### src/rtl/fp_mult_result_stage.sv
// fp_mult_result_stage: FIFO-buffered, IEEE-754-classified output stage for the FP multiplier
// Ports:
//   clk, rst (async, active-high)
//   in_valid/in_ready/in_result/in_overflow/in_underflow : multiplier result handshake
//   out_valid/out_ready/out_result/out_overflow/out_underflow/out_class/out_sign : head entry
//   flag_clear : clears sticky flags and op_count (a same-cycle push wins)
//   sticky_overflow/sticky_underflow/sticky_invalid/op_count : status readout
module fp_mult_result_stage #(
    parameter int DEPTH = 4,
    parameter int CNT_W = 16
) (
    input  logic             clk,
    input  logic             rst,
    input  logic             in_valid,
    output logic             in_ready,
    input  logic [31:0]      in_result,
    input  logic             in_overflow,
    input  logic             in_underflow,
    output logic             out_valid,
    input  logic             out_ready,
    output logic [31:0]      out_result,
    output logic             out_overflow,
    output logic             out_underflow,
    output logic [2:0]       out_class,
    output logic             out_sign,
    input  logic             flag_clear,
    output logic             sticky_overflow,
    output logic             sticky_underflow,
    output logic             sticky_invalid,
    output logic [CNT_W-1:0] op_count
);
    localparam int AW = $clog2(DEPTH);
    localparam logic [AW:0] FULL = (AW+1)'(DEPTH);
    localparam logic [CNT_W-1:0] CNT_MAX = '1;

    logic [31:0]      r_result [DEPTH];
    logic             r_ovf [DEPTH];
    logic             r_unf [DEPTH];
    logic [2:0]       r_class [DEPTH];
    logic [AW-1:0]    r_wr;
    logic [AW-1:0]    r_rd;
    logic [AW:0]      r_count;
    logic             r_sov;
    logic             r_sun;
    logic             r_sinv;
    logic [CNT_W-1:0] r_op_count;
    logic             w_push;
    logic             w_pop;
    logic [7:0]       w_exp;
    logic [22:0]      w_man;
    logic [2:0]       w_class;
    logic             w_nan;
    logic [CNT_W-1:0] w_cnt_base;

    assign w_exp = in_result[30:23];
    assign w_man = in_result[22:0];

    always_comb begin
        w_class = (w_exp == 8'h00) ? ((w_man == '0) ? 3'd0 : 3'd1) :
                  (w_exp != 8'hFF) ? 3'd2 :
                  (w_man == '0)    ? 3'd3 :
                  w_man[22]        ? 3'd4 : 3'd5;
        w_nan      = (w_class == 3'd4) || (w_class == 3'd5);
        w_cnt_base = flag_clear ? '0 : r_op_count;
    end

    // in_ready looks only at registered occupancy so a full FIFO never chains to out_ready
    assign in_ready  = !rst && (r_count < FULL);
    assign out_valid = (r_count != '0);
    assign w_push    = in_valid && in_ready;
    assign w_pop     = out_valid && out_ready;

    assign out_result    = r_result[r_rd];
    assign out_overflow  = r_ovf[r_rd];
    assign out_underflow = r_unf[r_rd];
    assign out_class     = r_class[r_rd];
    assign out_sign      = r_result[r_rd][31];

    assign sticky_overflow  = r_sov;
    assign sticky_underflow = r_sun;
    assign sticky_invalid   = r_sinv;
    assign op_count         = r_op_count;

    always_ff @(posedge clk or posedge rst) begin
        if (rst) begin
            r_wr    <= '0;
            r_rd    <= '0;
            r_count <= '0;
            for (int i = 0; i < DEPTH; i++) begin
                r_result[i] <= '0;
                r_ovf[i]    <= 1'b0;
                r_unf[i]    <= 1'b0;
                r_class[i]  <= 3'd0;
            end
        end else begin
            if (w_push) begin
                r_result[r_wr] <= in_result;
                r_ovf[r_wr]    <= in_overflow;
                r_unf[r_wr]    <= in_underflow;
                r_class[r_wr]  <= w_class;
                r_wr           <= r_wr + AW'(1);
            end
            if (w_pop)
                r_rd <= r_rd + AW'(1);
            r_count <= r_count + (AW+1)'(w_push) - (AW+1)'(w_pop);
        end
    end

    // A push in the same cycle as flag_clear restarts the flags from the pushed entry
    always_ff @(posedge clk or posedge rst) begin
        if (rst) begin
            r_sov      <= 1'b0;
            r_sun      <= 1'b0;
            r_sinv     <= 1'b0;
            r_op_count <= '0;
        end else if (w_push) begin
            r_sov      <= (r_sov  && !flag_clear) || in_overflow;
            r_sun      <= (r_sun  && !flag_clear) || in_underflow;
            r_sinv     <= (r_sinv && !flag_clear) || w_nan;
            r_op_count <= w_cnt_base + CNT_W'(w_cnt_base != CNT_MAX);
        end else if (flag_clear) begin
            r_sov      <= 1'b0;
            r_sun      <= 1'b0;
            r_sinv     <= 1'b0;
            r_op_count <= '0;
        end
    end
endmodule

### config.mk
export PLATFORM = sky130hd
export DESIGN_NAME = fp_mult_result_stage
export DESIGN_NICKNAME = d
export VERILOG_FILES = /design/src/rtl/fp_mult_result_stage.sv
export SDC_FILE = /design/constraint.sdc
export NUM_CORES = 1
export LEC_CHECK = 0
export CAP_MARGIN = 0
export CORE_UTILIZATION = 45
export CTS_CLUSTER_SIZE = 24
export DETAILED_ROUTE_END_ITERATION = 7
export HOLD_SLACK_MARGIN = 0.1
export PLACE_DENSITY_LB_ADDON = 0.12
export SKIP_LAST_GASP = 1
export SLEW_MARGIN = 10
export SYNTH_ARGS = -nofsm -noshare
export SYNTH_HDL_FRONTEND = slang
export SYNTH_SLANG_ARGS = --single-unit
### constraint.sdc
create_clock -name clk -period 6.9 [get_ports clk]
set_input_delay 1.38 -clock clk [delete_from_list [all_inputs] [get_ports clk]]
set_output_delay 1.38 -clock clk [all_outputs]
set_load 0.02 [all_outputs]
Word level (Yosys, flattened, before mapping)
Cells that the tools add are included.
{"block": "totals", "register_bits": 174, "inputBits": 39, "output_inout_bits": 59, "wordCells": 88}
{"block": "classes", "add_sub_neg": 5, "n_lt_le_gt_ge": 4, "eq_ne": 4, "muxes": 33, "n_bitwise": 2, "n_reduce_logical": 17}
{"cell": "$bwmux W128", "n": 1}
{"cell": "$mux W32", "n": 3}
{"cell": "$bmux W32 S2", "n": 1}
{"cell": "$demux W32 S2", "n": 1}
{"cell": "$mux W16", "n": 2}
{"cell": "$logic_not A23 Y1", "n": 1}
{"cell": "$mux W3", "n": 6}
{"cell": "$add A16 B1 Y16", "n": 1}
{"cell": "$ne A16 B16 Y1 const B", "n": 1}
{"cell": "$bwmux W12", "n": 1}
{"cell": "$mux W1", "n": 11}
{"cell": "$bwmux W4", "n": 2}
{"cell": "$logic_not A8 Y1", "n": 1}
{"cell": "$ne A8 B8 Y1 const B", "n": 1}
{"cell": "$logic_and A1 B1 Y1", "n": 7}
{"cell": "$bmux W3 S2", "n": 1}
{"cell": "$demux W3 S2", "n": 1}
{"cell": "$eq A3 B3 Y1 const B", "n": 2}
{"cell": "$ge A3 B3 Y1 const B", "n": 2}
{"cell": "$not A2 Y3", "n": 2}
{"cell": "$add A2 B1 Y2 const B", "n": 2}
{"cell": "$bmux W1 S2", "n": 2}
{"cell": "$logic_or A1 B1 Y1", "n": 4}
{"cell": "$add A3 B1 Y3", "n": 1}
{"cell": "other kinds (7)", "n": 8}

Longest topological paths before layout
{"block": "logic_depth", "ltp_word": 8, "depth_mapped": 9}

Worst setup path before layout
OpenSTA, ideal clock, no wires.
{"block": "synth_path", "path_type": "input-to-reg", "from": "in rst", "to": "reg r_count[2]", "setup_ns": 0.123, "arrival_ns": 2.942, "required_time_ns": 6.777, "slack_ns": 3.835, "path_stages": 9, "cell_sequence": "nor3b_2 > buf_6 > inv_1 > ha_1 > inv_1 > ha_1 > fa_1 > xnor2_1 > xnor2_1"}
{"block": "synth_between", "elab_chain_cells": 5}
{"element": "start, declared", "line": "13", "text": "input logic rst,"}
{"element": "$logic_not A1 Y1 (no line)"}
{"element": "$logic_and A1 B1 Y1", "line": "68", "text": "assign in_ready = !rst && (r_count < FULL);"}
{"element": "$logic_and A1 B1 Y1", "line": "70", "text": "assign w_push = in_valid && in_ready;"}
{"element": "$add A3 B1 Y3", "line": "105", "text": "r_count <= r_count + (AW+1)'(w_push) - (AW+1)'(w_pop);"}
{"element": "$sub A3 B1 Y3", "line": "105"}
{"element": "end signal, assigned", "line": "105"}
{"element": "end, declared", "line": "42", "text": "logic [AW:0] r_count;"}
Every way passes these cells.
A chain may end at the register's enable or synchronous reset.

Worst setup path in the final report
{"block": "layout_path", "from": "reg r_rd[0]", "to": "out out_class[1]"}
{"block": "layout_between", "elab_chain_cells": 4}
{"element": "start, declared", "line": "41", "text": "logic [AW-1:0] r_rd;"}
{"element": "start signal, assigned", "line": "104", "text": "r_rd <= r_rd + AW'(1);"}
{"element": "$not A2 Y3 (implied by the code)", "line": "76", "text": "assign out_class = r_class[r_rd];"}
{"element": "$bmux W3 S2", "line": "76"}
{"element": "$mux W3 (implied by the code) (2 in series)", "line": "76"}
{"element": "end, declared", "line": "24", "text": "output logic [2:0] out_class,"}
Every way passes these cells. The select of a mux whose other input is x is not followed.

==> metrics.cfg <==
[synth]
yosysSeqAreaShare_pct = 55.0
synth_adder_area_share_pct = 1.52
synth_top_family_by_area = multiplexers
synth-simple-area-share_pct = 11.2
syn_avg_cell_area_um2 = 13.2
synth-edff-count = 0
synth.area.top_cells = dfrtp_1, mux2_2, mux4_2, nand2_1, ha_1
yosys_warnings = 0
synth_common_cells = dfrtp_1, nand2_1, mux2_2, mux4_2, buf_2
mappedNetlistArea_um2 = 7920
syn_nets = 646
synth_area_leader_cell = dfrtp_1
synth.most_common_cell = dfrtp_1
synth_compound_area_share_pct = 2.37
synth-async-reset-ratio_pct = 100
ys_types = 44
synth-main-ff-cell = dfrtp_1
postSynthCellCount = 598
synth_xor_area_share_pct = 1.55
synth_mux_area_share_pct = 25.4
ys_ff_latch = 174
yosys.area.top_type_share_pct = 55.0

[pwr]
total_leakage_power_nw = 4.21
peakVddDrop_mv = 0.258
p_per_area_nw_per_um2 = 465

[outcome]
status = finished, final reports clean

[grt]
antenna_found_initial = 0
grt_pass1_wl_mm = 28.0
grt_overflow = 0
track_usage_pct = 20.3
grt_max_degree = 124
first_global_vias = 5394

[routing]
num_vias = 5026
first_pass_iters = 7
post_drt_wl_per_cell_um = 18.6
antenna_left = 0
drt-total-wl_mm = 17.2
vias_per_cell = 5.45
first_iter_violations = 215
drc = 0

[clock_network]
clockBufferDepth = 2
worstSkewPairLatency_ns = 0.42
post_cts_resize_count = 0
cts-root-buf = clkbuf_16
hold_buffers = 0
h-tree-depth = 4
numCtsBuffers = 17
postCtsSetupBuffers = 0
cts_tree = yes
clock-sinks = 174
path_clk_slew_ns = 0.06

[floorplanning]
io_pins = 98
fp.dieArea_um2 = 18100
die_h_um = 135
start_util_pct = 45.9
rows = 48
die_w_um = 135
core_um2 = 17200

[final_layout]
final_cell_area_um2 = 9650
instances_no_fill = 923
diodes = 0
fin_nets = 733
areaGrowthSynthToFinish_pct = 21.9
drive_gt1_share_pct = 26.4

[critical_path]
worstRegToRegCells = 3
endpoint_kind = output port
crit_type = reg2out
cp_data_required_time_ns = 5.52
cp_max_fo = 27
critPathArrivalTime_ns = 2.83
cp-start-kind = flip-flop

[timing]
rsz0062_at_grt = no
max_freq_mhz = 237
slew_headroom_pct = 24.0
post-route-period-util_pct = 61.0
finalMaxSlewViolations = 0
final.setup.tns_ns = 0
worst_pin_slew_ns = 1.14
finalSetupViolCount = 0
clock_skew_ns = 0.00714
fin_crit_ns = 4.21
hold_viol_final = 0

[place]
post_dp_cell_area_um2 = 9010
dpl.cell_count = 890
dp_hpwl_mm = 10.4
place_congestion = 0.731
portBuffers = 97

[hold_path]
hold_depth = 2
hold_class = reg2reg

[run]
timing.max_cap.violations = 0

-- worst max-delay path: stages (launching register included) --
cell and delay [ns]:
dfrtp_2 0.65, buf_4 0.57, mux4_2 0.61, clkdlybuf4s50_1 0.56
-- cell type report --
cell class                      instances  area, um2
Multi-Input combinational cell        381       3330
Timing Repair Buffer                  101       1020
Clock inverter                         13        170
Sequential cell                       174       4360
Clock buffer                           19        443
Inverter                               10       42.5
Fill cell                            1383       7590
Tap cell                              225        282
-- per-layer routing --
| metal | wire length, um | vias up | global-route usage, % |
|---|---|---|---|
| li1 | - | 2296 | - |
| met1 | 7790 | 2601 | 27.8 |
| met2 | 8490 | 116 | 33.1 |
| met3 | 727 | 13 | 3.38 |
| met4 | 164 | 0 | 6.37 |
| met5 | 0 | - | 0 |
-- sequential cells by signal, summed over array words and instances, names as in the netlist --
name / count
r_result: 128
op_count: 16
r_class: 12
r_ovf: 4
r_unf: 4
r_count: 3
r_rd: 2
r_wr: 2
sticky_invalid: 1
sticky_overflow: 1
sticky_underflow: 1
-- where the power goes --
| group | internal (mW) | switching, mW | total, mW | leakage [nW] |
|---|---|---|---|---|
| Clock | 0.611 | 0.387 | 0.998 | 0.302 |
| Sequential | 1.45 | 0.283 | 1.73 | 2.19 |
| Combinational | 1.01 | 0.744 | 1.76 | 1.73 |
| Total | 3.07 | 1.41 | 4.49 | 4.21 |
-- placed cells by master, fill, tap and decap left out, types with 2 or more instances in the layout --
cell type        count
a21oi_1              5
nor4_1               8
nor2b_1              5
nand2_2              3
nand4_1              9
bufinv_16            4
o31ai_1              4
clkdlybuf4s50_1     97
buf_4                3
clkinvlp_4           2
o41ai_1              3
nor3_1               6
or3_1                5
nand3_1              5
and2_1               4
dfrtp_1            172
clkinv_2             7
clkbuf_16           17
xnor2_1             10
dfrtp_2              2
ha_1                 8
and4_1               2
o21ai_0             11
mux4_2              37
mux2_1               7
nand2_1            125
nor2_1               7
mux2_2              97
inv_1                9
xor2_1               4
-- cell families (layout without fill, tap and decap cells) --
| family | count (synthesis) | after routing |
|---|---|---|
| AOI/OAI and AO/OA | 27 | 27 |
| DFF | 174 | 174 |
| xor gates and xnor gates | 14 | 14 |
| buffers and inverters | 43 | 143 |
| muxes | 142 | 142 |
| adders and majority gates | 9 | 9 |
| and+or+nand+nor | 189 | 189 |
-- final timing paths --
kind | start | endpoint | slack (ns)
worst max-delay path | r_rd[0]$_DFFE_PP0P_ | out_class[1] | 2.69
worst min-delay path | r_result[9]$_DFFE_PP0P_ | r_result[9]$_DFFE_PP0P_ | 0.47
worst max register to register | r_count[2]$_DFF_PP0_ | r_result[98]$_DFFE_PP0P_ | 4.02
worst min register to register | r_result[9]$_DFFE_PP0P_ | r_result[9]$_DFFE_PP0P_ | 0.47
max in group asynchronous | rst | r_result[48]$_DFFE_PP0P_ | 4.41
min in group asynchronous | rst | op_count[3]$_DFF_PP0_ | 1.46
-- per-stage QoR --
stage	util, %	total power, mW	hold WS [ns]	setup WS (ns)
global placement	52.3	3.46	0.451	2.58
floorplan	-	2.86	0.438	0.803
global route	56.0	4.74	0.496	2.51
detailed placement	52.3	3.53	0.458	2.48
finish	56.0	4.49	0.472	2.69
CTS	55.8	4.54	0.473	2.58
No activity file was read; power rests on OpenSTA's default activity.
